**config.mk**
```make
export PLATFORM = sky130hd
export DESIGN_NAME = key_debounce_multi
export DESIGN_NICKNAME = d
export VERILOG_FILES = /design/src/rtl/key_debounce_multi.sv
export SDC_FILE = /design/constraint.sdc
export NUM_CORES = 1
export LEC_CHECK = 0
export ABC_AREA = 1
export CAP_MARGIN = 15
export CORE_ASPECT_RATIO = 1.1
export CORE_MARGIN = 2
export CORE_UTILIZATION = 40
export DETAILED_ROUTE_END_ITERATION = 8
export GPL_ROUTABILITY_DRIVEN = 1
export GPL_TIMING_DRIVEN = 0
export PLACE_DENSITY = 0.69
export SETUP_SLACK_MARGIN = 0.05
export SLEW_MARGIN = 15
export SYNTH_ARGS = -nofsm -noshare
export SYNTH_HDL_FRONTEND = slang
export SYNTH_SLANG_ARGS = --single-unit
```
**constraint.sdc**
```tcl
create_clock -name clk -period 1.65 [get_ports clk]
set_input_delay 0.4125 -clock clk [delete_from_list [all_inputs] [get_ports clk]]
set_output_delay 0.4125 -clock clk [all_outputs]
set_load 0.02 [all_outputs]
```
**src/rtl/key_debounce_multi.sv**
```systemverilog
// Purpose: KEY_NUM independent debouncers for active-low mechanical keys; press/release/long pulses plus debounced level.
// Latency: key_press/key_release DEBOUNCE_CYC+3 edges after raw edge; key_long LONG_CYC cycles after key_press.
// Backpressure: none; outputs are single-cycle pulses and a level, consumer must sample every cycle.
//
// Ports:
//   clk         system clock
//   rst_n       asynchronous active-low reset
//   key_in      raw keys, 0 = pressed, asynchronous to clk
//   key_press   1-cycle pulse on accepted press
//   key_release 1-cycle pulse on accepted release
//   key_long    1-cycle pulse once a press has been held LONG_CYC cycles
//   key_level   debounced key state, 1 = pressed
//
// Optional build macro KEY_REPEAT_EN: key_long re-pulses every REPEAT_CYC cycles
// while the key stays held after the first long pulse.
module key_debounce_multi #(
    parameter int KEY_NUM      = 4,
    parameter int DEBOUNCE_CYC = 1_000_000,
    parameter int LONG_CYC     = 50_000_000,
    parameter int REPEAT_CYC   = 10_000_000,
    parameter int CNT_W        = 26
) (
    input  logic               clk,
    input  logic               rst_n,
    input  logic [KEY_NUM-1:0] key_in,
    output logic [KEY_NUM-1:0] key_press,
    output logic [KEY_NUM-1:0] key_release,
    output logic [KEY_NUM-1:0] key_long,
    output logic [KEY_NUM-1:0] key_level
);

    typedef enum logic [1:0] {
        IDLE       = 2'd0,
        PRESS_DB   = 2'd1,
        HOLD       = 2'd2,
        RELEASE_DB = 2'd3
    } state_t;

    localparam logic [CNT_W-1:0] DB_LAST   = CNT_W'(DEBOUNCE_CYC - 1);
    localparam logic [CNT_W-1:0] LONG_LAST = CNT_W'(LONG_CYC - 1);

    // Elaboration-time parameter sanity checks.
    if (KEY_NUM < 1) begin : g_chk_num
        $error("key_debounce_multi: KEY_NUM must be >= 1");
    end
    if (DEBOUNCE_CYC < 2) begin : g_chk_db
        $error("key_debounce_multi: DEBOUNCE_CYC must be >= 2");
    end
    if (LONG_CYC <= DEBOUNCE_CYC) begin : g_chk_long
        $error("key_debounce_multi: LONG_CYC must exceed DEBOUNCE_CYC");
    end
    if (REPEAT_CYC < 1) begin : g_chk_rep
        $error("key_debounce_multi: REPEAT_CYC must be >= 1");
    end
    if ((longint'(LONG_CYC) >= (longint'(1) << CNT_W)) ||
        (longint'(REPEAT_CYC) >= (longint'(1) << CNT_W))) begin : g_chk_w
        $error("key_debounce_multi: CNT_W too narrow for cycle counts");
    end

    for (genvar g = 0; g < KEY_NUM; g++) begin : g_ch
        logic             sync1;
        logic             key_s;
        state_t           state;
        logic [CNT_W-1:0] db_cnt;
        logic [CNT_W-1:0] hold_cnt;
        // Remembers that the first long pulse of this press already fired, so
        // a saturated hold_cnt (or a release bounce back into HOLD) cannot re-fire it.
        logic             long_fired;
        logic             press_q;
        logic             release_q;
        logic             long_q;
        logic             level_q;
`ifdef KEY_REPEAT_EN
        localparam logic [CNT_W-1:0] REP_LAST = CNT_W'(REPEAT_CYC - 1);
        logic [CNT_W-1:0] rep_cnt;
`endif

        always_ff @(posedge clk or negedge rst_n) begin
            if (!rst_n) begin
                sync1      <= 1'b1;
                key_s      <= 1'b1;
                state      <= IDLE;
                db_cnt     <= '0;
                hold_cnt   <= '0;
                long_fired <= 1'b0;
                press_q    <= 1'b0;
                release_q  <= 1'b0;
                long_q     <= 1'b0;
                level_q    <= 1'b0;
`ifdef KEY_REPEAT_EN
                rep_cnt    <= '0;
`endif
            end else begin
                sync1     <= key_in[g];
                key_s     <= sync1;
                press_q   <= 1'b0;
                release_q <= 1'b0;
                long_q    <= 1'b0;

                case (state)
                    IDLE: begin
                        if (!key_s) begin
                            state  <= PRESS_DB;
                            db_cnt <= '0;
                        end
                    end

                    PRESS_DB: begin
                        if (key_s) begin
                            state  <= IDLE;
                            db_cnt <= '0;
                        end else if (db_cnt == DB_LAST) begin
                            state      <= HOLD;
                            press_q    <= 1'b1;
                            level_q    <= 1'b1;
                            db_cnt     <= '0;
                            hold_cnt   <= '0;
                            long_fired <= 1'b0;
`ifdef KEY_REPEAT_EN
                            rep_cnt    <= '0;
`endif
                        end else begin
                            db_cnt <= db_cnt + 1'b1;
                        end
                    end

                    HOLD: begin
                        if (hold_cnt != LONG_LAST) begin
                            hold_cnt <= hold_cnt + 1'b1;
                        end
                        // The long pulse is tied to the hold time, not to key_s,
                        // so it still fires on the cycle a release debounce starts.
                        if (hold_cnt == LONG_LAST && !long_fired) begin
                            long_q     <= 1'b1;
                            long_fired <= 1'b1;
`ifdef KEY_REPEAT_EN
                            rep_cnt    <= '0;
                        end else if (long_fired) begin
                            if (rep_cnt == REP_LAST) begin
                                long_q  <= 1'b1;
                                rep_cnt <= '0;
                            end else begin
                                rep_cnt <= rep_cnt + 1'b1;
                            end
`endif
                        end
                        if (key_s) begin
                            state  <= RELEASE_DB;
                            db_cnt <= '0;
                        end
                    end

                    RELEASE_DB: begin
                        // hold_cnt (and rep_cnt) stay frozen here so a release
                        // bounce resumes the hold timing where it left off.
                        if (!key_s) begin
                            state  <= HOLD;
                            db_cnt <= '0;
                        end else if (db_cnt == DB_LAST) begin
                            state      <= IDLE;
                            release_q  <= 1'b1;
                            level_q    <= 1'b0;
                            db_cnt     <= '0;
                            hold_cnt   <= '0;
                            long_fired <= 1'b0;
`ifdef KEY_REPEAT_EN
                            rep_cnt    <= '0;
`endif
                        end else begin
                            db_cnt <= db_cnt + 1'b1;
                        end
                    end

                    default: begin
                        state <= IDLE;
                    end
                endcase
            end
        end

        assign key_press[g]   = press_q;
        assign key_release[g] = release_q;
        assign key_long[g]    = long_q;
        assign key_level[g]   = level_q;
    end

endmodule

```
==> impl_metrics.py, run 1 <==
metrics = {
    "status": {
        "outcome": "complete, but fails checks",
        "failed_checks": "setup timing",
    },
    "final_layout": {
        "area.sequential_mm2": 0.006162,
        "layout_commonest_cell": "nand2_1",
        "layout_common_cells": "nand2_1, nor2_1, inv_1, dfrtp_1, nand3_1",
        "antenna_cells": 0,
        "drive_gt1_share_pct": 29.80,
        "n_fill_cell": 3354,
        "multi_input_area_mm2": 0.009839,
        "area_growth_pct": 36.05,
        "finalInstanceArea_mm2": 0.02090,
        "fin_nets": 2537,
    },
    "logic_synthesis": {
        "ys.flop_type": "dfrtp_1",
        "synth_largest_area_cell": "dfrtp_1",
        "netlist_instances": 2321,
        "avgSynthCellArea_um2": 6.619,
        "syn_area_mm2": 0.01536,
        "ys_warn_count": 0,
        "async_reset_ff_share_pct": 100.0,
        "synth_cell_types": 41,
        "synth-seq-area-share_pct": 39.81,
        "synth_top_area_share_pct": 38.44,
        "synth_edf_count": 0,
        "syn_nets": 2335,
        "ys_ff_latch": 244,
        "ys_top_cells_by_area": "dfrtp_1, nand2_1, nor2_1, nand3_1, inv_1",
    },
    "global_route": {
        "grt_pass1_vias": 14700,
        "grt_use_met2_pct": 35.87,
        "use_met1_pct": 25.71,
        "track_usage_pct": 20.31,
        "busiest_layer": "met2",
        "grtUsageMet3_pct": 2.542,
        "grt_max_degree": 88,
        "grt-ovfl-total": 0,
        "antenna_found_initial": 0,
        "grt_pass1_wl_um": 68740,
    },
    "timing": {
        "fin_ws_ps": -83.73,
        "clock-skew-final_ps": 13.89,
        "relSlewSlack_pct": 54.18,
        "timing.final.hold_violations": 0,
        "period_share_pct": 105.1,
        "finalSetupViolCount": 128,
        "worstMarginPinSlew_ps": 687.2,
        "whs_ps": 242.4,
        "max_freq_mhz": 576.8,
        "period_minus_slack_ps": 1734,
        "slew_violations": 0,
        "rsz0062_at_grt": "true",
        "setup_tns_ps": -4221,
    },
    "placement": {
        "numPortBuffers": 21,
        "place.gp.congestion": 0.9151,
        "dpl_cell_area_mm2": 0.01635,
        "dp_hpwl_um": 26560,
        "place_ws_ps": -404.4,
    },
    "job": {
        "max-cap-violations": 0,
    },
    "route": {
        "avgViaCountPerCell": 5.124,
        "drt_iter0_markers": 975,
        "wl_per_cell_um": 14.23,
        "route.vias.total": 15610,
        "firstDrtPassIters": 6,
        "totalWireLength_um": 43350,
        "route.detailed.drc": 0,
        "final_antenna_net_count": 0,
    },
    "critical_path": {
        "crit_path_top_delay_cell": "dfrtp_1",
        "startpoint_type": "register",
        "slowest_delay_ps": 400,
        "crit_path_end_kind": "register",
        "path_buf_inv": 2,
        "required_ps": 2120,
        "cp_top_family": "simple AND/OR/NAND/NOR gates",
        "path_depth": 12,
        "crit_path_cell_trace": "ha_4, nand2_4, buf_6, nor2_4, nand2_2, nor2_2, nand3b_1, nand2_2, buf_6, nor2_1, nand2_1, nand2_1",
        "r2r_cells": 12,
        "critical_path_class": "reg -> reg",
        "cp_max_fo": 5,
        "crit_arrival_ps": 2200,
    },
    "clock_tree": {
        "cts_num_sinks": 244,
        "cts_tree": "built",
        "clockBufferDepth": 3,
        "clk_latency_ps": 580,
        "clkSlewWorstSetupHoldPaths_ps": 60,
        "clockRootBuffer": "clkbuf_16",
        "htree_levels": 1,
        "cts_buffers": 30,
    },
    "power": {
        "combinationalPowerShare_pct": 11.5,
        "power_frac_seq_pct": 41.0,
        "power_density_mw_per_mm2": 723.8,
        "p_clk_share_pct": 47.4,
        "switchingPower_mw": 3.805,
        "power.total_mw": 15.13,
        "p_sw_share_pct": 25.15,
        "leakage_nw": 9.275,
        "internal_power_mw": 11.32,
        "ir_drop_uv": 742.5,
    },
    "hold_path": {
        "holdPathStages": 1,
        "hold_class": "in -> reg",
    },
    "die": {
        "die_area_mm2": 0.03999,
        "die_y_um": 209.5,
        "core_mm2": 0.03801,
        "die_w_um": 190.9,
        "initial_core_util_pct": 40.42,
        "io_pins": 22,
        "rows": 75,
    },
}
==> worst paths after layout <==
kind / start / end / slack [ps]
min: key_in[3] / g_ch[3].sync1 / 240
max reg2reg: g_ch[2].db_cnt[1] / g_ch[2].db_cnt[18] / -80
min reg2reg: g_ch[2].sync1 / g_ch[2].key_s / 350
min in group asynchronous: rst_n / g_ch[3].hold_cnt[2] / 460
max in group asynchronous: rst_n / g_ch[2].db_cnt[21] / 270
max: g_ch[2].db_cnt[1] / g_ch[2].db_cnt[18] / -80
==> power by group through the flow <==
stage | sequential, mW | clock (mW) | combinational, mW
2_1_floorplan | 6.26 | 0 | 0.477
3_3_place_gp | 6.29 | 0 | 0.789
3_5_place_dp | 6.28 | 0 | 0.833
4_1_cts | 6.19 | 7.34 | 1.25
5_1_grt | 6.22 | 7.58 | 1.86
6_report | 6.21 | 7.18 | 1.75
==> cells by family after synthesis <==
logic type               synth area share, %
AO/OA/AOI/OAI                          5.856
adder cells (fa/ha/maj)               0.6515
buffers and inverters                  8.421
AND/OR/NAND/NOR                        42.30
XOR/XNOR                               2.964
flip-flops                             39.81
==> repair_timing <==
item / in CTS / in global routing
hold endpoints to repair: 83 / 0
setup endpoints to repair: 239 / 234
hold buffers: 1 / 0
gates resized for setup: 368 / 411
setup buffers: 75 / 72
cloned: 14 / 6
pin swaps: 64 / 135
==> stage by stage <==
stage / std cells / util, %
2_1_floorplan: 2321 / -
3_3_place_gp: 2842 / 42.86
3_5_place_dp: 2844 / 43.02
4_1_cts: 2976 / 49.87
5_1_grt: 3047 / 55.00
6_report: 3047 / 55.00
==> final cells by class <==
cell class	count	share of cell area [%]
clock inverter	13	0.8021
buffer	40	1.951
inverter	238	4.328
clock buffer	43	4.406
sequential	244	29.48
timing repair buffer	184	8.967
multi-input combinational	1785	47.07
tap	500	2.993
==> flip-flops by register name, summed over array words and instances (netlist names), named ones only <==
name / cells
g_ch.press_q: 4
g_ch.key_s: 4
g_ch.db_cnt: 104
g_ch.long_q: 4
g_ch.state: 4
g_ch.sync1: 4
g_ch.level_q: 4
g_ch.long_fired: 4
g_ch.hold_cnt: 104
g_ch.release_q: 4
==> per-layer routing <==
metal	up-vias	wire, um
li1	7709	-
met1	7405	18330
met2	398	22000
met3	102	1852
met4	0	1171
met5	-	0
==> synth_stat cells (4+ instances only) <==
library cell    n
nand3_2         6
a21oi_1        12
dfstp_2         8
nor2_4          4
inv_1         230
nor2_2         18
nand2_4         4
nand2_1       850
nor3_1         26
inv_2           7
o21ai_1        19
buf_6          15
or2_2          19
nand2_2        12
buf_2           5
o21bai_1        5
xnor2_1        19
o21ai_0        99
buf_4          20
dfrtp_1       236
nand4_1        21
clkbuf_1       15
o22ai_1        21
ha_1            8
nand3_1       235
nor2_1        351
xor2_1         33
Note: power is estimated with default switching activity, not from simulation.
==> run 2: changes to the inputs <==
RECOVER_POWER = 50   (was not set)
==> run 2 against run 1 <==
Net effect: wire length about the same; the flow still finishes with violations (setup timing); register-to-register slack about the same; flip-flop and latch count unchanged; setup slack about the same.
==> impl_metrics.py, run 2 (synthesized netlist as in run 1, its figures left out) <==
metrics = {
    "final_layout": {
        "layout_common_cells": "nand2_1, nor2_1, inv_1, dfrtp_1, nand3_1",
        "area_growth_pct": 35.97,
        "fin_nets": 2537,
        "top_regs": "g_ch.db_cnt x104, g_ch.hold_cnt x104",
        "drive_gt1_share_pct": 29.76,
        "n_fill_cell": 3356,
        "antenna_cells": 0,
        "fin_util_pct": 54.97,
        "layout_commonest_cell": "nand2_1",
        "final_cells": 3047,
    },
    "clock_tree": {
        "cts_num_sinks": 244,
        "clockRootBuffer": "clkbuf_16",
        "clk_latency_ps": 580,
        "clkSlewWorstSetupHoldPaths_ps": 60,
        "clockBufferDepth": 3,
        "htree_levels": 1,
        "cts_tree": "built",
        "cts_buffers": 30,
    },
    "timing": {
        "fin_ws_ps": -83.73,
        "finalSetupViolCount": 128,
        "slew_violations": 0,
        "worstMarginPinSlew_ps": 676.6,
        "clock-skew-final_ps": 14.08,
        "period_share_pct": 105.1,
        "setup_tns_ps": -4191,
        "timing.final.hold_violations": 0,
        "period_minus_slack_ps": 1734,
        "max_freq_mhz": 576.8,
        "rsz0062_at_grt": "true",
        "relSlewSlack_pct": 54.89,
    },
    "die": {
        "die_y_um": 209.5,
        "die_area_mm2": 0.03999,
        "rows": 75,
        "die_w_um": 190.9,
        "io_pins": 22,
        "core_mm2": 0.03801,
        "initial_core_util_pct": 40.42,
    },
    "route": {
        "totalWireLength_um": 43360,
        "route.vias.total": 15610,
        "firstDrtPassIters": 7,
        "final_antenna_net_count": 0,
        "avgViaCountPerCell": 5.123,
        "drt_iter0_markers": 975,
        "route.detailed.drc": 0,
        "wl_per_cell_um": 14.23,
    },
    "global_route": {
        "grt-ovfl-total": 0,
        "grt_pass1_vias": 14700,
        "track_usage_pct": 20.31,
        "grt_pass1_wl_um": 68740,
        "antenna_found_initial": 0,
        "grt_max_degree": 88,
    },
    "critical_path": {
        "path_buf_inv": 2,
        "slowest_delay_ps": 400,
        "startpoint_type": "register",
        "crit_path_end_kind": "register",
        "critical_path_class": "reg -> reg",
        "crit_path_cell_trace": "ha_4, nand2_4, buf_6, nor2_4, nand2_2, nor2_2, nand3b_1, nand2_2, buf_6, nor2_1, nand2_1, nand2_1",
        "cp_top_family": "simple AND/OR/NAND/NOR gates",
        "crit_path_top_delay_cell": "dfrtp_1",
        "cp_max_fo": 5,
        "crit_arrival_ps": 2200,
        "required_ps": 2120,
    },
    "power": {
        "power_density_mw_per_mm2": 723.9,
        "ir_drop_uv": 743.2,
        "leakage_nw": 9.270,
    },
    "placement": {
        "place.gp.congestion": 0.9151,
        "numPortBuffers": 21,
        "dp_hpwl_um": 26560,
        "dp.cells": 2844,
    },
    "status": {
        "failed_checks": "setup timing",
        "outcome": "complete, but fails checks",
    },
    "job": {
        "max-cap-violations": 0,
    },
    "hold_path": {
        "hold_class": "reg -> reg",
    },
}
[run 2: area by class of cell]
type	instances	area (um2)	area share, %
multi-input combinational	1785	9839	47.10
sequential	244	6162	29.50
timing repair buffer	184	1862	8.912
clock buffer	43	920.9	4.408
inverter	238	904.6	4.330
tap	500	625.6	2.995
buffer	40	407.9	1.953
clock inverter	13	167.7	0.8026
[run 2: metrics by stage]
step           setup slack (ps)  hold slack [ps]  power (mW)  cell area (um2)
6_report                 -83.73            354.7       15.12            20890
5_1_grt                  -181.0            356.8       15.66            20890
4_1_cts                  -93.76            213.3       14.78            18950
3_5_place_dp             -404.4            346.8       7.117            16350
3_3_place_gp             -11680            346.8       7.076            16290
2_1_floorplan             32.53            116.9       6.741            15450
[run 2: power breakdown]
group	switching (mW)	internal (mW)	total [mW]
clock network	2.70	4.47	7.18
registers	0.118	6.09	6.21
logic	0.983	0.756	1.74
total	3.80	11.3	15.1
[run 2: metal layers]
| layer | wire length (um) | vias up | global-route usage (%) |
|---|---|---|---|
| met5 | 0 | - | 0 |
| li1 | - | 7709 | - |
| met2 | 22000 | 399 | 35.87 |
| met3 | 1873 | 100 | 2.542 |
| met1 | 18320 | 7401 | 25.71 |
| met4 | 1171 | 0 | 6.282 |
[run 2: worst paths after layout]
path                                    from  cells after the start             endpoint  slack, ps
setup / recovery           g_ch[2].db_cnt[1]                     12   g_ch[2].db_cnt[18]        -80
hold / removal                 g_ch[2].sync1                      0        g_ch[2].key_s        350
setup reg to reg           g_ch[2].db_cnt[1]                     12   g_ch[2].db_cnt[18]        -80
hold reg to reg                g_ch[2].sync1                      0        g_ch[2].key_s        350
max in group asynchronous              rst_n                      3   g_ch[1].db_cnt[19]        200
min in group asynchronous              rst_n                      2  g_ch[3].hold_cnt[2]        460
[run 2: timing repair]
item                                   in CTS  in global routing
setup endpoints to repair                 239                234
gates resized for setup                   368                411
setup buffers                              75                 72
pin swaps                                  64                135
hold buffers                                1                  0
cloned                                     14                  6
endpoints found under the hold margin      83                  0
==> run 3: changes to the inputs <==
HOLD_SLACK_MARGIN = 0.08   (was not set)
REMOVE_ABC_BUFFERS = 1   (was not set)
==> run 3 against run 2 <==
Net effect: the flow still finishes with violations (setup timing); maximum frequency is 8.0% lower; global-route usage is 0.81 points higher; clock skew hardly changed; via count is 1.7% higher; clock power is 13% lower; sequential power hardly changed; utilization is 0.18 points lower; sequential share of layout area hardly changed; final area is 0.32% lower; critical endpoint is now g_ch[0].hold_cnt[19]; largest cell class unchanged; largest power group unchanged.
==> impl_metrics.py, run 3 (synthesized netlist as in run 1, its figures left out) <==
metrics = {
    "critical_path": {
        "crit_arrival_ps": 2320,
        "critical_path_class": "reg -> reg",
        "crit_path_end_kind": "register",
        "required_ps": 2090,
        "cp_max_fo": 7,
        "cp-startpoint": "g_ch[0].db_cnt[1]",
        "crit_path_cell_trace": "ha_4, nand2_4, nor2_4, nand2_4, nor2_4, nand4_1, nand2_4, buf_12, nand2_8, nand2_2, o21ai_1",
        "crit_top_cell": "nand2_4",
        "cp_top_family": "simple AND/OR/NAND/NOR gates",
        "worstReg2RegStart": "g_ch[0].db_cnt[1]",
        "slowest_delay_ps": 410,
        "startpoint_type": "register",
        "path_buf_inv": 1,
        "crit_path_top_delay_cell": "dfrtp_1",
    },
    "timing": {
        "relSlewSlack_pct": 44.08,
        "timing.final.hold_violations": 0,
        "rsz0062_at_grt": "true",
        "max_freq_mhz": 530.9,
        "setup_tns_ps": -10640,
        "worstMarginPinSlew_ps": 838.9,
        "clock-skew-final_ps": 13.88,
        "slew_violations": 0,
        "period_minus_slack_ps": 1884,
        "finalSetupViolCount": 143,
        "period_share_pct": 114.2,
        "fin_ws_ps": -233.5,
    },
    "die": {
        "io_pins": 22,
        "initial_core_util_pct": 40.42,
        "die_area_mm2": 0.03999,
        "core_mm2": 0.03801,
        "die_w_um": 190.9,
        "die_y_um": 209.5,
        "rows": 75,
    },
    "hold_path": {
        "hold_class": "in -> async",
    },
    "power": {
        "p_sw_share_pct": 27.15,
        "power_density_mw_per_mm2": 683.9,
        "internal_power_mw": 10.37,
        "combinationalPowerShare_pct": 12.2,
        "switchingPower_mw": 3.866,
        "leakage_nw": 9.058,
        "power_frac_seq_pct": 43.7,
        "p_clk_share_pct": 44.1,
        "ir_drop_uv": 883.8,
    },
    "clock_tree": {
        "clkSlewWorstSetupHoldPaths_ps": 60,
        "cts_num_sinks": 244,
        "clk_latency_ps": 570,
        "cts_tree": "built",
        "cts_buffers": 29,
        "clockRootBuffer": "clkbuf_16",
        "htree_levels": 1,
        "clockBufferDepth": 3,
    },
    "global_route": {
        "antenna_found_initial": 0,
        "grt_max_degree": 102,
        "grt_pass1_wl_um": 70590,
        "track_usage_pct": 21.12,
        "grt_pass1_vias": 14850,
        "grt-ovfl-total": 0,
    },
    "final_layout": {
        "layout_commonest_cell": "nand2_1",
        "antenna_cells": 0,
        "multi_input_area_mm2": 0.01039,
        "fin_nets": 2527,
        "area_growth_pct": 35.53,
        "layout_common_cells": "nand2_1, nor2_1, dfrtp_1, inv_1, nand3_1",
        "n_fill_cell": 3371,
        "finalInstanceArea_mm2": 0.02082,
        "top_regs": "g_ch.db_cnt x104, g_ch.hold_cnt x104",
        "area.sequential_mm2": 0.006143,
        "drive_gt1_share_pct": 30.13,
        "fin_util_pct": 54.79,
    },
    "route": {
        "route.detailed.drc": 0,
        "firstDrtPassIters": 5,
        "drt_iter0_markers": 1096,
        "final_antenna_net_count": 0,
        "wl_per_cell_um": 14.90,
        "totalWireLength_um": 45220,
        "avgViaCountPerCell": 5.228,
        "route.vias.total": 15870,
    },
    "placement": {
        "numPortBuffers": 21,
        "place.gp.congestion": 0.8957,
        "place_ws_ps": -957.6,
        "dp_hpwl_um": 25190,
        "dpl_cell_area_mm2": 0.01586,
    },
    "status": {
        "outcome": "complete, but fails checks",
        "failed_checks": "setup timing",
    },
    "job": {
        "max-cap-violations": 0,
    },
}
-- run 3: worst reg2reg max path, delay by kind of cell (launching register included) --
kind                     cells  cell delay [ps]
AND/OR/NAND/NOR              8              890
flip-flops                   1              410
buffers and inverters        1              190
adder cells (fa/ha/maj)      1              170
AO/OA/AOI/OAI                1               80
-- run 3: final cells by class --
class / count / area share, %
Multi-Input combinational cell: 1803 / 49.87
Timing Repair inverter: 2 / 0.1142
Sequential cell: 244 / 29.50
Clock inverter: 15 / 0.6309
Inverter: 238 / 4.531
Clock buffer: 39 / 3.762
Timing Repair Buffer: 195 / 8.581
Tap cell: 500 / 3.004
-- run 3: path summary, 6_finish.rpt --
kind,endpoint,slack (ps),cells after the start
setup / recovery,g_ch[0].hold_cnt[19],-230,11
hold / removal,g_ch[3].db_cnt[15],320,2
setup reg to reg,g_ch[0].hold_cnt[19],-230,11
hold reg to reg,g_ch[1].key_s,360,0
max in group asynchronous,asynchronous set/reset pin,80,3
min in group clk,g_ch[1].key_s,360,0
-- run 3: power groups by stage --
stage,combinational (mW),sequential [mW],clock (mW)
global route,1.86,6.22,6.71
finish,1.74,6.22,6.28
CTS,1.20,6.22,6.41
floorplan,0.375,6.29,0
detailed placement,0.710,6.31,0
global placement,0.666,6.31,0
-- run 3: routing by layer --
layer | part of all wire, % | vias to the layer above | GRT usage (%)
met5 | 0 | - | 0
met3 | 4.8 | 136 | 2.793
li1 | - | 7751 | -
met1 | 42 | 7523 | 26.73
met4 | 3.2 | 0 | 7.458
met2 | 50 | 463 | 36.78
-- run 3: repair_timing --
item	CTS	global route
setup buffers	92	83
hold buffers	1	0
gates resized for setup	398	390
setup endpoints to repair	243	233
hold endpoints to repair	44	0
pin swaps	104	150
cloned	22	2
-- run 3: metrics by stage --
| stage | power [mW] | hold WS [ps] | std cells |
|---|---|---|---|
| 2_1_floorplan | 6.666 | 116.9 | 2266 |
| 4_1_cts | 13.83 | 223.8 | 2956 |
| 6_report | 14.24 | 316.6 | 3036 |
| 3_3_place_gp | 6.980 | 346.7 | 2787 |
| 3_5_place_dp | 7.021 | 343.5 | 2789 |
| 5_1_grt | 14.79 | 339.2 | 3036 |
